===== src/rtl/fc8_interrupt_controller_pkg.sv =====
// Shared constants and types for the FC8 interrupt controller: SFR offsets,
// INT_CTRL bit positions, source indices and the NMI pulse FSM states.
package fc8_interrupt_controller_pkg;

  localparam logic [2:0] INT_ENABLE_OFS    = 3'd0;
  localparam logic [2:0] INT_STATUS_OFS    = 3'd1;
  localparam logic [2:0] INT_PENDING_OFS   = 3'd2;
  localparam logic [2:0] INT_CTRL_OFS      = 3'd3;
  localparam logic [2:0] INT_ACTIVE_ID_OFS = 3'd4;

  localparam int NMI_EN_BIT        = 0;
  localparam int IRQ_MASTER_EN_BIT = 1;

  localparam int INT_SRC_VBLANK = 0;
  localparam int INT_SRC_TIMER  = 1;

  typedef enum logic {
    NMI_IDLE  = 1'b0,
    NMI_PULSE = 1'b1
  } nmi_state_e;

  // Bits at or above num_src are unimplemented: they read 0 and ignore writes.
  function automatic logic [7:0] src_mask(input int num_src);
    logic [7:0] m;
    m = '0;
    for (int i = 0; i < 8; i++) begin
      if (i < num_src) m[i] = 1'b1;
    end
    return m;
  endfunction

endpackage


===== src/rtl/fc8_int_prio_enc.sv =====
// Lowest-set-bit priority encoder: bit 0 has the highest priority.
module fc8_int_prio_enc (
  input  logic [7:0] req,
  output logic       valid,
  output logic [2:0] id
);

  always_comb begin
    valid = |req;
    id    = '0;
    // Scanning downward lets the lowest set bit overwrite the higher ones.
    for (int i = 7; i >= 0; i--) begin
      if (req[i]) id = 3'(i);
    end
  end

endmodule


===== src/rtl/fc8_interrupt_controller.sv =====
// FC8 interrupt controller: captures source edges into INT_STATUS, drives a
// prioritised level IRQ and a fixed-length NMI pulse for the VBLANK source.
module fc8_interrupt_controller
  import fc8_interrupt_controller_pkg::*;
#(
  parameter int NUM_SRC       = 8,
  parameter int NMI_PULSE_LEN = 4
) (
  input  logic               master_clk,
  input  logic               master_rst_n,
  input  logic [NUM_SRC-1:0] src_evt,
  input  logic               sfr_sel,
  input  logic               sfr_we,
  input  logic [2:0]         sfr_addr,
  input  logic [7:0]         sfr_wdata,
  output logic [7:0]         sfr_rdata,
  input  logic               cpu_irq_ack,
  output logic               cpu_irq_req,
  output logic               cpu_nmi_req
);

  localparam logic [7:0] SRC_MASK = src_mask(NUM_SRC);
  localparam int CNT_W = (NMI_PULSE_LEN > 1) ? $clog2(NMI_PULSE_LEN) : 1;
  localparam logic [CNT_W-1:0] CNT_LOAD = CNT_W'(NMI_PULSE_LEN - 1);

  logic [NUM_SRC-1:0] src_prev_q, src_prev_d;
  logic [7:0]         enable_q, enable_d;
  logic [7:0]         status_q, status_d;
  logic [1:0]         ctrl_q, ctrl_d;
  logic [7:0]         active_id_q, active_id_d;
  logic               irq_req_q, irq_req_d;
  logic               nmi_req_q, nmi_req_d;
  logic               nmi_cond_prev_q, nmi_cond_prev_d;
  nmi_state_e         nmi_state_q, nmi_state_d;
  logic [CNT_W-1:0]   cnt_q, cnt_d;

  logic       wr_en;
  logic [7:0] evt_rise;
  logic [7:0] w1c;
  logic       nmi_en;
  logic       nmi_cond;
  logic [7:0] irq_pend;
  logic       pend_valid;
  logic [2:0] pend_id;

  assign wr_en    = sfr_sel & sfr_we;
  assign evt_rise = 8'(src_evt & ~src_prev_q);
  assign w1c      = (wr_en && sfr_addr == INT_STATUS_OFS) ? (sfr_wdata & SRC_MASK) : '0;
  assign nmi_en   = ctrl_q[NMI_EN_BIT];
  assign nmi_cond = nmi_en & status_q[INT_SRC_VBLANK];
  // With NMI routing on, VBLANK is owned by the NMI path and hidden from IRQ.
  assign irq_pend = status_q & enable_q & ~{7'b0, nmi_en};

  fc8_int_prio_enc u_prio_enc (
    .req   (irq_pend),
    .valid (pend_valid),
    .id    (pend_id)
  );

  always_comb begin
    // NOTE: every variable gets a default before any branch, so no path can
    // leave one unassigned and infer a latch.
    src_prev_d  = src_evt;
    enable_d    = enable_q;
    ctrl_d      = ctrl_q;
    active_id_d = active_id_q;
    // Applying the set after the clear makes a same-cycle event win.
    status_d    = (status_q & ~w1c) | evt_rise;

    if (wr_en) begin
      case (sfr_addr)
        INT_ENABLE_OFS: enable_d = sfr_wdata & SRC_MASK;
        INT_CTRL_OFS:   ctrl_d   = sfr_wdata[1:0];
        default: ;
      endcase
    end

    if (cpu_irq_ack) begin
      active_id_d = pend_valid ? {1'b1, 4'b0000, pend_id} : 8'h00;
    end

    irq_req_d = ctrl_q[IRQ_MASTER_EN_BIT] & (|irq_pend);
  end

  always_comb begin
    nmi_state_d     = nmi_state_q;
    cnt_d           = cnt_q;
    nmi_req_d       = nmi_req_q;
    nmi_cond_prev_d = nmi_cond;

    case (nmi_state_q)
      NMI_IDLE: begin
        if (nmi_cond && !nmi_cond_prev_q) begin
          nmi_state_d = NMI_PULSE;
          cnt_d       = CNT_LOAD;
          nmi_req_d   = 1'b1;
        end
      end
      NMI_PULSE: begin
        // Runs to completion regardless of nmi_cond; new rises here are dropped.
        if (cnt_q == '0) begin
          nmi_state_d = NMI_IDLE;
          nmi_req_d   = 1'b0;
        end else begin
          cnt_d = cnt_q - CNT_W'(1);
        end
      end
      default: begin
        nmi_state_d = NMI_IDLE;
        nmi_req_d   = 1'b0;
      end
    endcase
  end

  always_ff @(posedge master_clk or negedge master_rst_n) begin
    if (!master_rst_n) begin
      src_prev_q      <= '0;
      enable_q        <= '0;
      status_q        <= '0;
      ctrl_q          <= '0;
      active_id_q     <= '0;
      irq_req_q       <= 1'b0;
      nmi_req_q       <= 1'b0;
      nmi_cond_prev_q <= 1'b0;
      nmi_state_q     <= NMI_IDLE;
      cnt_q           <= '0;
    end else begin
      // NOTE: non-blocking assignments so every flop samples pre-edge values,
      // independent of statement order.
      src_prev_q      <= src_prev_d;
      enable_q        <= enable_d;
      status_q        <= status_d;
      ctrl_q          <= ctrl_d;
      active_id_q     <= active_id_d;
      irq_req_q       <= irq_req_d;
      nmi_req_q       <= nmi_req_d;
      nmi_cond_prev_q <= nmi_cond_prev_d;
      nmi_state_q     <= nmi_state_d;
      cnt_q           <= cnt_d;
    end
  end

  always_comb begin
    sfr_rdata = 8'h00;
    case (sfr_addr)
      INT_ENABLE_OFS:    sfr_rdata = enable_q;
      INT_STATUS_OFS:    sfr_rdata = status_q;
      INT_PENDING_OFS:   sfr_rdata = irq_pend;
      INT_CTRL_OFS:      sfr_rdata = {6'b000000, ctrl_q};
      INT_ACTIVE_ID_OFS: sfr_rdata = active_id_q;
      default:           sfr_rdata = 8'h00;
    endcase
  end

  assign cpu_irq_req = irq_req_q;
  assign cpu_nmi_req = nmi_req_q;

endmodule


===== config.mk =====
export PLATFORM = sky130hd
export DESIGN_NAME = fc8_interrupt_controller
export DESIGN_NICKNAME = d
export VERILOG_FILES = /design/src/rtl/fc8_interrupt_controller_pkg.sv /design/src/rtl/fc8_int_prio_enc.sv /design/src/rtl/fc8_interrupt_controller.sv
export SDC_FILE = /design/constraint.sdc
export NUM_CORES = 1
export LEC_CHECK = 0
export CORE_UTILIZATION = 51
export CTS_CLUSTER_SIZE = 8
export DETAILED_ROUTE_END_ITERATION = 16
export PLACE_DENSITY = 0.82
export SKIP_CTS_REPAIR_TIMING = 1
export SYNTH_ARGS = -nofsm -noshare
export SYNTH_HDL_FRONTEND = slang
export SYNTH_HIERARCHICAL = 1
export SYNTH_SLANG_ARGS = --single-unit

===== constraint.sdc =====
create_clock -name master_clk -period 1.82 [get_ports master_clk]
set_clock_uncertainty 0.05 [all_clocks]
set_input_delay 0.364 -clock master_clk [delete_from_list [all_inputs] [get_ports master_clk]]
set_output_delay 0.364 -clock master_clk [all_outputs]
set_load 0.02 [all_outputs]

==> results.md, run 1 <==
* Outcome: complete, but fails checks
* Failing checks: negative setup slack
* Tot GR Track Use at roughly a quarter
* Core area at 3150 um2
* WS Path Type: reg -> out
* Share of the yosys chip area belonging to registers at between 50% and 60%
* I/O Buffers at 33
* Max stage delay on crit path at 0.40 ns
* Die height at approximately 60 um
* Fin. max-slew vios at 0
* Most frequent cells in the layout: dfrtp_1 (36), buf_4 (26), clkdlybuf4s50_1 (22)
* DRT antenna net count at 0
* Leakage Power at 1.10 nW
* Worst EP required at roughly 1.4 ns
* Top-Level Pins at 34
* HP Class: in -> async
* Residual DRC at 0
* Avg Cell Area, Syn at around 11 um2
* Max VDD drop at between 0.0007 and 0.0008 V
* TritonCTS Buffers at 5
* CTS tree: done
* Sink Count at 36
* Worst-path clk slew at ~0.10 ns
* Reg2reg setup slack at ~0.16 ns
* Starting DRT DRC Count at 44
* Minimum clock period at slightly below 2 ns
* Crit. End Element: output port
* First-pass GRT wire length at 6910 um
* Row count at 20
* Clock tree buffer depth at 2
* RSZ-0062 raised after global routing: true
* Crit path DAT at approximately 1.5 ns
* Largest net degree at the start of global routing at 37
* Die Area at roughly 3700 um2
* Worst Setup Start Kind: register
* Synthesized cell area at between 1500 and 2000 um2
* Initial Util at between 50% and 60%
* PwrDens at 969 nW/um2
* Worst-path maximum fanout at 3
* HPWL Detailed at 3120 um
* Clock root buffer: clkbuf_4
* Slew HR at between 60 and 70%
* DP Cell Count at 257
* Most used DFF post-synth: dfrtp_1
* Placement Setup Slack at -0.790 ns
* Number of diodes at 0
* Area Overhead vs Synth at 35.6%
* Initial antenna violation count at 0
* TritonRoute pass-1 iters at 4
* Clock latency on the worst-skew pair at about 0.35 ns
* GPL Wtd Cong at 0.883
* Worst r2r path cells at 4
* Yosys warnings at 6
* Die Width at around 60 um
* Nets at around 250
* Aggregate global routing overflow at 0
* Post-synth EDFFs at 0
* Most common cell after layout, fill and taps aside: dfrtp_1
* Post-synthesis cell type count at 38
* Fraction of layout cells with a size suffix above 1 at 28.6%
* H-tree depth at 2
* Share of synthesized registers carrying an async set or reset at 100%
* Post-synth net total at 185
* Fmax at a little over 500 MHz
* Final period utilization at 108%
* Fin cells at 268
* Slew @ Worst Pin at between 0.4 and 0.5 ns
* DR vias/cell at ~5.6
* Vias in the first global route at 1586
* R2R Path End: active_id_q[7]
* RR Startpoint: status_q[4]
* Crit path max-delay cell type: dfrtp_1
* CP Buf/Inv Count at 2
* Max Cap Viol at 0
* Total Wirelength at approximately 4300 um
* Cells after Synth at 160
* Drt wl/cell at approximately 16 um
* Final hold violations at 0
* Register bit total from synthesis at 36
* Vias at approximately 1500
* CP delay by family, top: flip-flops
* Worst setup margin at -0.138 ns
* # setup viols final at 1
* CP cell instances: buf_4 -> mux2i_1 -> nor3_1 -> a311o_1 -> buf_6
## routing by layer
metal / track usage [%] / vias to the layer above / part of all wire (%)
li1: - / 698 / -
met1: 29.5 / 742 / 41
met2: 45.5 / 47 / 52
met3: 6.18 / 15 / 3.9
met4: 15.3 / 0 / 2.8
met5: 0 / - / 0
## sequential cells by signal, summed over array words and instances (netlist names)
signal	cells
active_id_q	4
cnt_q	2
cpu_irq_req	1
cpu_nmi_req	1
ctrl_q	2
enable_q	8
nmi_cond_prev_q	1
nmi_state_q	1
src_prev_q	8
status_q	8
## cell families (layout without fill, tap and decap cells)
logic type | Yosys count | in the layout | synth area share (%)
compound gates | 40 | 40 | 17.3
fa+ha+maj | 1 | 1 | 0.717
buf+inv | 25 | 89 | 6.38
flops | 36 | 36 | 51.6
mux | 16 | 16 | 10.5
simple gates | 42 | 42 | 13.4
## worst max-delay path by stage
stage | start | end | slack, ns | depth (start not counted)
after floorplan | ctrl_q[0] | sfr_rdata[0] | 0.20 | 3
after global placement | sfr_addr[1] | sfr_rdata[2] | -0.71 | 5
after detailed placement | sfr_addr[1] | sfr_rdata[2] | -0.79 | 5
after CTS | sfr_addr[1] | sfr_rdata[2] | -0.79 | 5
after global routing | status_q[0] | sfr_rdata[0] | -0.19 | 5
final | status_q[0] | sfr_rdata[0] | -0.14 | 5
## metrics by stage
step | instance area, um2 | total power, W | setup TNS [ns] | hold slack [ns] | util (%)
floorplan | 1740 | 0.00149 | 0 | 0.0184 | -
detailed placement | 2280 | 0.00182 | -8.53 | 0.427 | 72.2
finish | 2360 | 0.00229 | -0.138 | 0.365 | 75.0
global placement | 2280 | 0.00178 | -7.90 | 0.410 | 72.2
global route | 2360 | 0.00243 | -0.232 | 0.416 | 75.0
CTS | 2340 | 0.00227 | -5.88 | 0.379 | 74.1
## layout make-up
class	instances	area (um2)
Sequential cell	36	901
Multi-Input combinational cell	99	769
Tap cell	44	55.1
Clock buffer	8	58.8
Timing Repair Buffer	60	502
Inverter	21	78.8
Fill cell	223	788
## power breakdown
group	switching [W]	total, W	internal (W)
Sequential	0.0000944	0.00104	0.000947
Combinational	0.000383	0.000800	0.000417
Clock	0.000260	0.000451	0.000191
Total	0.000738	0.00229	0.00155
## worst reg2reg max path: stages (launching register included)
cell and delay (ns):
dfrtp_1 0.43, and2_1 0.24, nor4_2 0.36, nand3_1 0.19, mux2_2 0.29
## synthesized netlist by cell type, types with 2 or more instances
master     count  area [um2]
nor2_1         6        22.5
nand3_1       12        60.1
and2_1         7        43.8
nor3_1         2        10.0
mux2_2        11         124
mux2_4         2        30.0
nand2b_1       3        18.8
buf_2          2        10.0
a22oi_1        2        15.0
nor2b_1        2        12.5
a21oi_1        5        25.0
mux2i_1        3        30.0
o21ai_0        4        20.0
o2bb2ai_1      2        17.5
buf_6          2        22.5
nand2_1        5        18.8
a22o_1        10        87.6
inv_1         20        75.1
o211ai_1       5        37.5
and3b_1        2        17.5
dfrtp_1       36         901
No activity file was read; power rests on OpenSTA's default activity.
==> run 2, diff against run 1 <==
--- a/config.mk
+++ b/config.mk
@@ -5,6 +5,7 @@
 export SDC_FILE = /design/constraint.sdc
 export NUM_CORES = 1
 export LEC_CHECK = 0
+export CORE_MARGIN = 3
 export CORE_UTILIZATION = 51
 export CTS_CLUSTER_SIZE = 8
 export DETAILED_ROUTE_END_ITERATION = 16
==> run 2 against run 1 <==
Against the previous run:
- the run still ends with negative setup slack left
- non-clock buffer count grew 6
- highest routed layer unchanged
- combinational power up 6.1%
- final cell count rose by 2.2%
- largest power group unchanged
- utilization up 2.8 points
- sequential share of layout area decreased by 1.3 points
==> results.md, run 2 (synthesis gave the netlist of run 1 again) <==
* Outcome: complete, but fails checks
* Failing checks: negative setup slack
* Crit path depth at 5 (unchanged)
* Aggregate global routing overflow at 0 (unchanged)
* Worst-path clk slew at 0.11 ns (about the same)
* CP Buf/Inv Count at 2 (unchanged)
* Largest regs: enable_q: 8 flops, src_prev_q: 8 flops, status_q: 8 flops
* Finished Core Util at 77.8% (+2.8 points)
* Largest net degree at the start of global routing at 37 (unchanged)
* Sink Count at 36 (unchanged)
* WS Path Type: reg -> out
* Most frequent cells in the layout: dfrtp_1 (35), buf_4 (32), clkdlybuf4s50_1 (22)
* Total Wirelength at 4620 um (+7.3%)
* Crit path max-delay cell type: dfrtp_1
* CP delay by family, top: compound AO/OA/AOI/OAI gates
* DR vias/cell at 5.65 (+0.74%)
* Leakage Power at 1.15 nW (+4.2%)
* Clock tree buffer depth at 2 (unchanged)
* Worst-path maximum fanout at 2 (-1)
* HP Class: in -> async
* Initial antenna violation count at 0 (unchanged)
* Max Cap Viol at 0 (unchanged)
* Die height at 64.5 um (+6.6%)
* Slew HR at 70.2% (+0.26 points)
* Minimum clock period at 2.01 ns (+0.0513 ns)
* Worst EP required at 1.41 ns (about the same)
* CP cell instances: buf_4 -> nand2b_1 -> a2111oi_2 -> a311o_1 -> buf_6
* Crit path DAT at 1.60 ns (+0.06 ns)
* Area Overhead vs Synth at 40.6%
* CTS tree: done
* Clock latency on the worst-skew pair at 0.35 ns (about the same)
* Hold slack at 0.360 ns (-0.00481 ns)
* Vias at 1547 (+3.0%)
* Final period utilization at 110% (+2.8 points)
* Crit path launch: status_q[0]
* # setup viols final at 2 (+1)
* HPWL Detailed at 3280 um (+5.0%)
* Switching power at 0.000777 W (+5.3%)
* Clock power share at 23.0% (+3.3 points)
* Die Width at 64.5 um (+6.6%)
* Most common cell after layout, fill and taps aside: dfrtp_1
* Worst setup margin at -0.189 ns (-0.0513 ns)
* Slew @ Worst Pin at 0.447 ns (-0.00395 ns)
* Clock root buffer: clkbuf_4
* GPL Wtd Cong at 0.893 (+1.2%)
* Number of diodes at 0 (unchanged)
* Max stage delay on crit path at 0.40 ns (about the same)
* First-pass GRT wire length at 7040 um (+1.8%)
* H-tree depth at 2 (unchanged)
* Worst Setup Start Kind: register
* Die Area at 4160 um2 (+14%)
* Seq pwr share at 42.5% (-2.9 points)
* Worst r2r path cells at 4 (unchanged)
* TritonRoute pass-1 iters at 4 (unchanged)
* Tot GR Track Use at 22.5% (-3.7 points)
* Sw Share at 31.6% (-0.56 points)
* Row count at 20 (unchanged)
* RSZ-0062 raised after global routing: true
* PwrDens at 1000 nW/um2 (+3.3%)
* Drt wl/cell at 16.9 um (+5.0%)
* TritonCTS Buffers at 5 (unchanged)
* Fin. max-slew vios at 0 (unchanged)
* Power share of the combinational group at 34.5% (-0.4 points)
* Internal at 0.00168 W (+8.0%)
* RR Startpoint: status_q[4]
* DRT antenna net count at 0 (unchanged)
* Initial Util at 55.3% (unchanged)
* Fmax at 498 MHz (-2.6%)
* Vias in the first global route at 1492 (-5.9%)
* Fraction of layout cells with a size suffix above 1 at 32.6% (+4.0 points)
* I/O Buffers at 33 (unchanged)
* Crit. End Element: output port
* Nets at 254 (+2.4%)
* Top-Level Pins at 34 (unchanged)
* Final hold violations at 0 (unchanged)
* Max VDD drop at 0.000921 V (+31%)
* Residual DRC at 0 (unchanged)
* Starting DRT DRC Count at 89 (+100%)
* Fill cell total of the finished layout at 226 (+1.3%)
* Core area at 3150 um2 (unchanged)
-- run 2: cell count changes in the layout (fill, tap and decap cells not counted), moves of 2 or more --
cell,change
clkbuf_1,-2
buf_4,+6
buf_6,+2
buf_2,-2
-- run 2: metrics by stage --
step / power [W] / setup WS [ns] / instance area, um2 / instances / setup TNS [ns]
floorplan: 0.00149 / 0.201 / 1740 / 160 / 0
global placement: 0.00178 / -0.700 / 2280 / 257 / -8.09
detailed placement: 0.00183 / -0.805 / 2280 / 257 / -8.87
CTS: 0.00240 / -0.800 / 2360 / 265 / -5.76
global route: 0.00260 / -0.275 / 2450 / 274 / -0.468
finish: 0.00246 / -0.189 / 2450 / 274 / -0.196
-- run 2: worst paths after layout --
kind	end	slack [ns]
max	sfr_rdata[0]	-0.19
min	src_prev_q[7]	0.36
max reg2reg	active_id_q[7]	0.15
min reg2reg	cpu_nmi_req	0.46
max in group asynchronous	enable_q[2]	1.02
min in group master_clk	src_prev_q[2]	0.43
-- run 2: cell type report --
type | instances | area, um2 | area share [%]
multi-input cells | 99 | 769 | 31.4
flip-flops and latches | 36 | 902 | 36.8
well taps | 44 | 55.1 | 2.24
clock inverters | 3 | 42.5 | 1.73
clock buffers | 5 | 37.5 | 1.53
inverters | 21 | 78.8 | 3.21
repair buffers | 66 | 567 | 23.1
-- run 2: metal layers --
layer	global-route usage, %	routed length [um]
met5	0	0
met4	7.12	146
met3	6.59	298
met2	40.7	2420
met1	25.4	1760
-- run 2: power groups by stage --
stage          Clock [W]  Sequential, W  Combinational (W)
2_1_floorplan          0        0.00105           0.000435
3_3_place_gp           0        0.00104           0.000743
3_5_place_dp           0        0.00105           0.000782
4_1_cts         0.000583        0.00103           0.000787
5_1_grt         0.000620        0.00106           0.000918
6_report        0.000564        0.00104           0.000849
